$ cat config.mk
export PLATFORM = sky130hd
export DESIGN_NAME = johnson_counter_gen
export DESIGN_NICKNAME = d
export VERILOG_FILES = /design/src/rtl/johnson_pkg.sv /design/src/rtl/johnson_counter_gen_phase_decode.sv /design/src/rtl/johnson_counter_gen.sv
export SDC_FILE = /design/constraint.sdc
export NUM_CORES = 1
export LEC_CHECK = 0
export ABC_CLOCK_PERIOD_IN_PS = 1400
export CAP_MARGIN = 20
export CORE_AREA = 5 5 42 44
export CTS_CLUSTER_DIAMETER = 150
export DETAILED_ROUTE_END_ITERATION = 10
export DIE_AREA = 0 0 47 49
export PLACE_DENSITY_LB_ADDON = 0.1
export SETUP_SLACK_MARGIN = 0.5
export SYNTH_ARGS = -nofsm -noshare
export SYNTH_HDL_FRONTEND = slang
export SYNTH_HIERARCHICAL = 1
export SYNTH_SLANG_ARGS = --single-unit
$ cat constraint.sdc
create_clock -name clk -period 1.4 [get_ports clk]
set_input_delay 0.28 -clock clk [delete_from_list [all_inputs] [get_ports clk]]
set_output_delay 0.28 -clock clk [all_outputs]
set_load 0.02 [all_outputs]
$ cat src/rtl/johnson_pkg.sv
// Shared definitions for the Johnson (twisted-ring) counter family.
// Holds the width ceiling and the legality / phase helpers used by the
// counter and by any other block that needs to interpret a Johnson state.
package johnson_pkg;

  localparam int MAX_WIDTH   = 16;
  localparam int PHASE_MAX_W = $clog2(2 * MAX_WIDTH);

  // Mask of k ones in the least significant bits, k = 0..MAX_WIDTH.
  function automatic logic [MAX_WIDTH-1:0] johnson_low_ones(input int k);
    logic [MAX_WIDTH:0] t;
    t = ({{MAX_WIDTH{1'b0}}, 1'b1} << k) - 1'b1;
    return t[MAX_WIDTH-1:0];
  endfunction

  // A state is legal if it is k LSB ones (k = 0..width) or m MSB ones with
  // zeros below (m = 1..width-1). Bits above width must be zero.
  function automatic logic johnson_is_legal(input logic [MAX_WIDTH-1:0] state,
                                            input int width);
    logic ok;
    ok = 1'b0;
    for (int k = 0; k <= MAX_WIDTH; k++) begin
      if (k <= width) begin
        if (state == johnson_low_ones(k)) ok = 1'b1;
      end
      if (k >= 1 && k < width) begin
        if (state == (johnson_low_ones(width) & ~johnson_low_ones(width - k)))
          ok = 1'b1;
      end
    end
    return ok;
  endfunction

  // Phase index of a state: k LSB ones -> k, m MSB ones -> 2*width-m.
  // Illegal states decode to phase 0.
  function automatic logic [PHASE_MAX_W-1:0] johnson_phase(
      input logic [MAX_WIDTH-1:0] state, input int width);
    logic [PHASE_MAX_W-1:0] ph;
    ph = '0;
    for (int k = 0; k <= MAX_WIDTH; k++) begin
      if (k <= width) begin
        if (state == johnson_low_ones(k)) ph = PHASE_MAX_W'(k);
      end
      if (k >= 1 && k < width) begin
        if (state == (johnson_low_ones(width) & ~johnson_low_ones(width - k)))
          ph = PHASE_MAX_W'(2 * width - k);
      end
    end
    return ph;
  endfunction

endpackage

$ cat src/rtl/johnson_counter_gen_phase_decode.sv
// Combinational phase decoder for a Johnson counter state.
// Produces a binary phase index and its one-hot decode; illegal states
// give phase 0 and an all-zero one-hot vector so consumers see no enable.
module johnson_phase_decode
  import johnson_pkg::*;
#(
  parameter  int WIDTH = 4,
  localparam int PW    = $clog2(2 * WIDTH)
) (
  input  logic [WIDTH-1:0]   q,
  output logic [PW-1:0]      phase,
  output logic [2*WIDTH-1:0] phase_oh
);

  logic [MAX_WIDTH-1:0] q_ext;
  logic                 q_legal;

  assign q_ext   = MAX_WIDTH'(q);
  assign q_legal = johnson_is_legal(q_ext, WIDTH);
  assign phase   = PW'(johnson_phase(q_ext, WIDTH));

  // One comparator per phase; gated by legality so illegal states light nothing.
  generate
    for (genvar gi = 0; gi < 2 * WIDTH; gi++) begin : g_oh
      assign phase_oh[gi] = q_legal && (phase == PW'(gi));
    end
  endgenerate

endmodule

$ cat src/rtl/johnson_counter_gen.sv
// Parametrised Johnson counter with enable, direction, synchronous clear,
// parallel load, decoded phase outputs and a registered wrap pulse.
// Build option: JOHNSON_SELF_CORRECT_EN adds illegal-state recovery
// (illegal q or illegal load value forces state 0 and sets sticky err).
module johnson_counter_gen
  import johnson_pkg::*;
#(
  parameter  int WIDTH = 4,
  localparam int PW    = $clog2(2 * WIDTH)
) (
  input  logic               clk,
  input  logic               reset,
  input  logic               en,
  input  logic               dir,
  input  logic               clr,
  input  logic               load,
  input  logic [WIDTH-1:0]   load_val,
  output logic [WIDTH-1:0]   q,
  output logic [PW-1:0]      phase,
  output logic [2*WIDTH-1:0] phase_oh,
  output logic               wrap,
  output logic               err
);

  logic [WIDTH-1:0] q_reg;
  logic [WIDTH-1:0] q_next;
  logic [WIDTH-1:0] step_val;
  logic             step_taken;
  logic             wrap_reg;
  logic             wrap_next;

`ifdef JOHNSON_SELF_CORRECT_EN
  logic err_reg;
  logic err_next;
  logic err_set;
  logic q_legal;
  logic load_legal;

  assign q_legal    = johnson_is_legal(MAX_WIDTH'(q_reg), WIDTH);
  assign load_legal = johnson_is_legal(MAX_WIDTH'(load_val), WIDTH);
`endif

  // Single shift step in the selected direction; reverse is the exact inverse.
  always_comb begin
    if (dir) step_val = {~q_reg[0], q_reg[WIDTH-1:1]};
    else     step_val = {q_reg[WIDTH-2:0], ~q_reg[WIDTH-1]};
  end

  // Next-state mux: clr beats recovery beats load beats en; otherwise hold.
  always_comb begin
    q_next     = q_reg;
    step_taken = 1'b0;
`ifdef JOHNSON_SELF_CORRECT_EN
    err_set    = 1'b0;
`endif
    if (clr) begin
      q_next = '0;
    end
`ifdef JOHNSON_SELF_CORRECT_EN
    else if (!q_legal) begin
      q_next  = '0;
      err_set = 1'b1;
    end
    else if (load) begin
      if (load_legal) begin
        q_next = load_val;
      end else begin
        q_next  = '0;
        err_set = 1'b1;
      end
    end
`else
    else if (load) begin
      q_next = load_val;
    end
`endif
    else if (en) begin
      q_next     = step_val;
      step_taken = 1'b1;
    end
  end

  // Wrap only when a genuine count step lands on the all-zero state.
  always_comb begin
    wrap_next = step_taken && (step_val == '0);
  end

  // State and wrap registers with asynchronous reset.
  always_ff @(posedge clk or posedge reset) begin
    if (reset) begin
      q_reg    <= '0;
      wrap_reg <= 1'b0;
    end else begin
      q_reg    <= q_next;
      wrap_reg <= wrap_next;
    end
  end

`ifdef JOHNSON_SELF_CORRECT_EN
  // Sticky error: set on any recovery, cleared only by clr (or reset).
  always_comb begin
    if (clr) err_next = 1'b0;
    else     err_next = err_reg | err_set;
  end

  // Error flag register.
  always_ff @(posedge clk or posedge reset) begin
    if (reset) err_reg <= 1'b0;
    else       err_reg <= err_next;
  end

  assign err = err_reg;
`else
  assign err = 1'b0;
`endif

  assign q    = q_reg;
  assign wrap = wrap_reg;

  johnson_phase_decode #(
    .WIDTH (WIDTH)
  ) u_decode (
    .q        (q_reg),
    .phase    (phase),
    .phase_oh (phase_oh)
  );

endmodule

==> results.md <==
* Max Fanout on Critical Path at 5
* Die Span X at 47 um
* Fmax at 636 MHz
* Reg2Reg Setup Slack at -0.06 ns
* Synthesized area per cell at 8.08 sq um
* Post-synth cell types at 29
* Crit end category: primary output
* Reg2Reg Depth at 6
* Core ar. at 1400 sq um
* Most common cell after layout, fill and taps aside: buf_6
* Vias in the first global route at 554
* Synth Register Bits at 5
* CTS root buf: clkbuf_4
* First-pass GRT wire length at 2.53 mm
* Final ANT Viol Nets at 0
* Antenna violations before repair at 0
* Syn-to-layout area delta at 148%
* Final Hold Fails at 0
* # IOs at 27
* Pre-CTS setup slack at -0.403 ns
* Num CTS Buffers at 3
* Hpwl dp at 1.08 mm
* Failing checks: negative setup slack
* Run status: finished with violations
* Gr ovfl total at 0
* Final setup violation count at 15
* Critical path type: flop to primary output
* Final WL at 1.58 mm
* Cell area after synthesis at 444 sq um
* GRT Total Usage at 14.8%
* Die Height at 49 um
* DRT iter0 DRCs at 10
* Post-layout util at 78.7%
* Sink Count at 5
* Nets at 113
* Max_cap viols at 0
* CTS tree: yes
* Crit path to: phase_oh[7]
* DR vias/cell at 4.83
* P_leak at 0.000473 uW
* Row count at 14
* Filler Cells Inserted at 93
* Post-route setup slack at -0.171 ns
* Register area at 133 sq um
* Worst r2r dst: q[0]
* Worst Setup SP: q[0]
* Clk buf depth at 2
* Crit path required time at 1.12 ns
* Synth Instances at 55
* Die ar. at 2300 sq um
* H-tree levels at 1
* Final min period at 1.57 ns
* Largest net degree at the start of global routing at 10
* Overall Power at 700 uW
* Initial core utilization at 31.7%
* Hold Path Class: input port to async pin
* Multi-input logic area at 420 sq um
* Max incr delay on CP at 0.42 ns
* DR vias at 570
* DRC viols at 0
* Clock Latency Late Sink at 0.23 ns
* Gp weighted congestion at 0.832
* Worst ir drop on vdd at 416 uV
* Slowest CP cell: dfrtp_2
* Largest register FFs at 4
* Clock skew at 0.000162 ns
* First-pass DRT Iterations at 4
* CTS Hold Buffers Added at 0
* Post-synth top area share at 28.2%
* Worst path cell trace: or2_4, nor3b_4, buf_6
* Worst EP arrival at 1.29 ns
* Sequential share of the synthesized area at 28.2%
* Synth Net Count at 65
* Clock slew at the register clock pins of the worst setup and hold paths at 0.04 ns
* Commonest non-fill, non-tap cells in the layout: 23 x buf_6, 13 x buf_4, 7 x nand2_1, 7 x clkdlybuf4s50_1
* Ys Warns at 6
* Max-slew violations at 0
* Crit start category: flop
* Worst Hold Slack at 0.241 ns
* FF-to-FF Start: q[3]
* Pwr Density at 635 nW/um^2
* WL/cell at 13.4 um
* Port buffer count at 25
* Cell taking the most area after synthesis: dfrtp_1
* Layout cells sized above 1 at 63.7%
* RSZ-0062 raised after global routing: true
* Largest cells by area after synthesis: dfrtp_1 28%, mux2i_1 6.8%, nand2_1 6.8%
* Period Utilization, post-route at 112%
* Total inserted antenna cells at 0
## timing repair
item,in CTS,in global routing
pin swaps,5,3
gates resized for setup,106,5
endpoints found under the setup margin,21,21
buffers inserted,7,5
gates cloned,0,0
## routing by layer
metal / vias up / global-route usage [%] / share of wire [%]
met4: 0 / 4.15 / 1.3
met2: 25 / 26.5 / 52
met5: - / 0 / 0
met3: 2 / 2.21 / 9.4
li1: 284 / - / -
met1: 259 / 17.2 / 37
## cell type report
type	count	area share (%)
repair buffers	48	45.3
well taps	16	1.82
clock buffers	4	2.38
inverters	1	0.341
flip-flops and latches	5	12.0
multi-input cells	44	38.1
## stage by stage
| step | area (sq um) | instances | setup TNS (ns) |
|---|---|---|---|
| 2_1_floorplan | 589 | 55 | 0 |
| 3_3_place_gp | 901 | 102 | -4.73 |
| 3_5_place_dp | 901 | 102 | -4.87 |
| 4_1_cts | 1030 | 113 | -1.36 |
| 5_1_grt | 1100 | 118 | -2.30 |
| 6_report | 1100 | 118 | -1.55 |
## power by group
part	internal, uW	switching, uW
Clock	107	54.9
Sequential	156	13.4
Combinational	204	164
Total	467	233
## cell usage after synthesis
master and number:
a211o_1 2, a21boi_1 1, a21oi_1 3, a21oi_2 1, a311o_1 1, a311oi_1 1, and3_1 1, buf_2 1
buf_4 3, buf_6 1, conb_1 1, dfrtp_1 5, inv_1 1, mux2i_1 3, nand2_1 8, nor2_1 5
nor2b_1 2, nor3_1 3, nor3b_1 2, nor3b_2 1, nor4_1 1, nor4b_1 1, o21ai_0 1, or2_0 1
or2_1 1, or2_2 1, or2_4 1, or3b_1 1, xnor2_1 1
## cell families after synthesis
family	after synthesis	synth area share, %
compound gates	10	16.3
xor+xnor	1	1.97
buf+inv	6	9.58
flops	5	28.2
mux	3	6.76
other cells	1	0.844
simple gates	29	36.3
## worst min path at each step
stage	startpoint	to	slack, ns	cells past startpoint
2_1_floorplan	reset	wrap	0.06	1
3_3_place_gp	reset	wrap	0.48	2
3_5_place_dp	reset	q[2]	0.50	2
4_1_cts	reset	wrap	0.24	2
5_1_grt	reset	q[2]	0.26	2
6_report	reset	q[2]	0.24	2
## critical path, delay by kind of cell (launching register included)
kind	cells	cell delay, ns
flip-flops	1	0.42
AND/OR/NAND/NOR	2	0.50
buffers and inverters	1	0.14
Power figures use the tool's default switching activity.
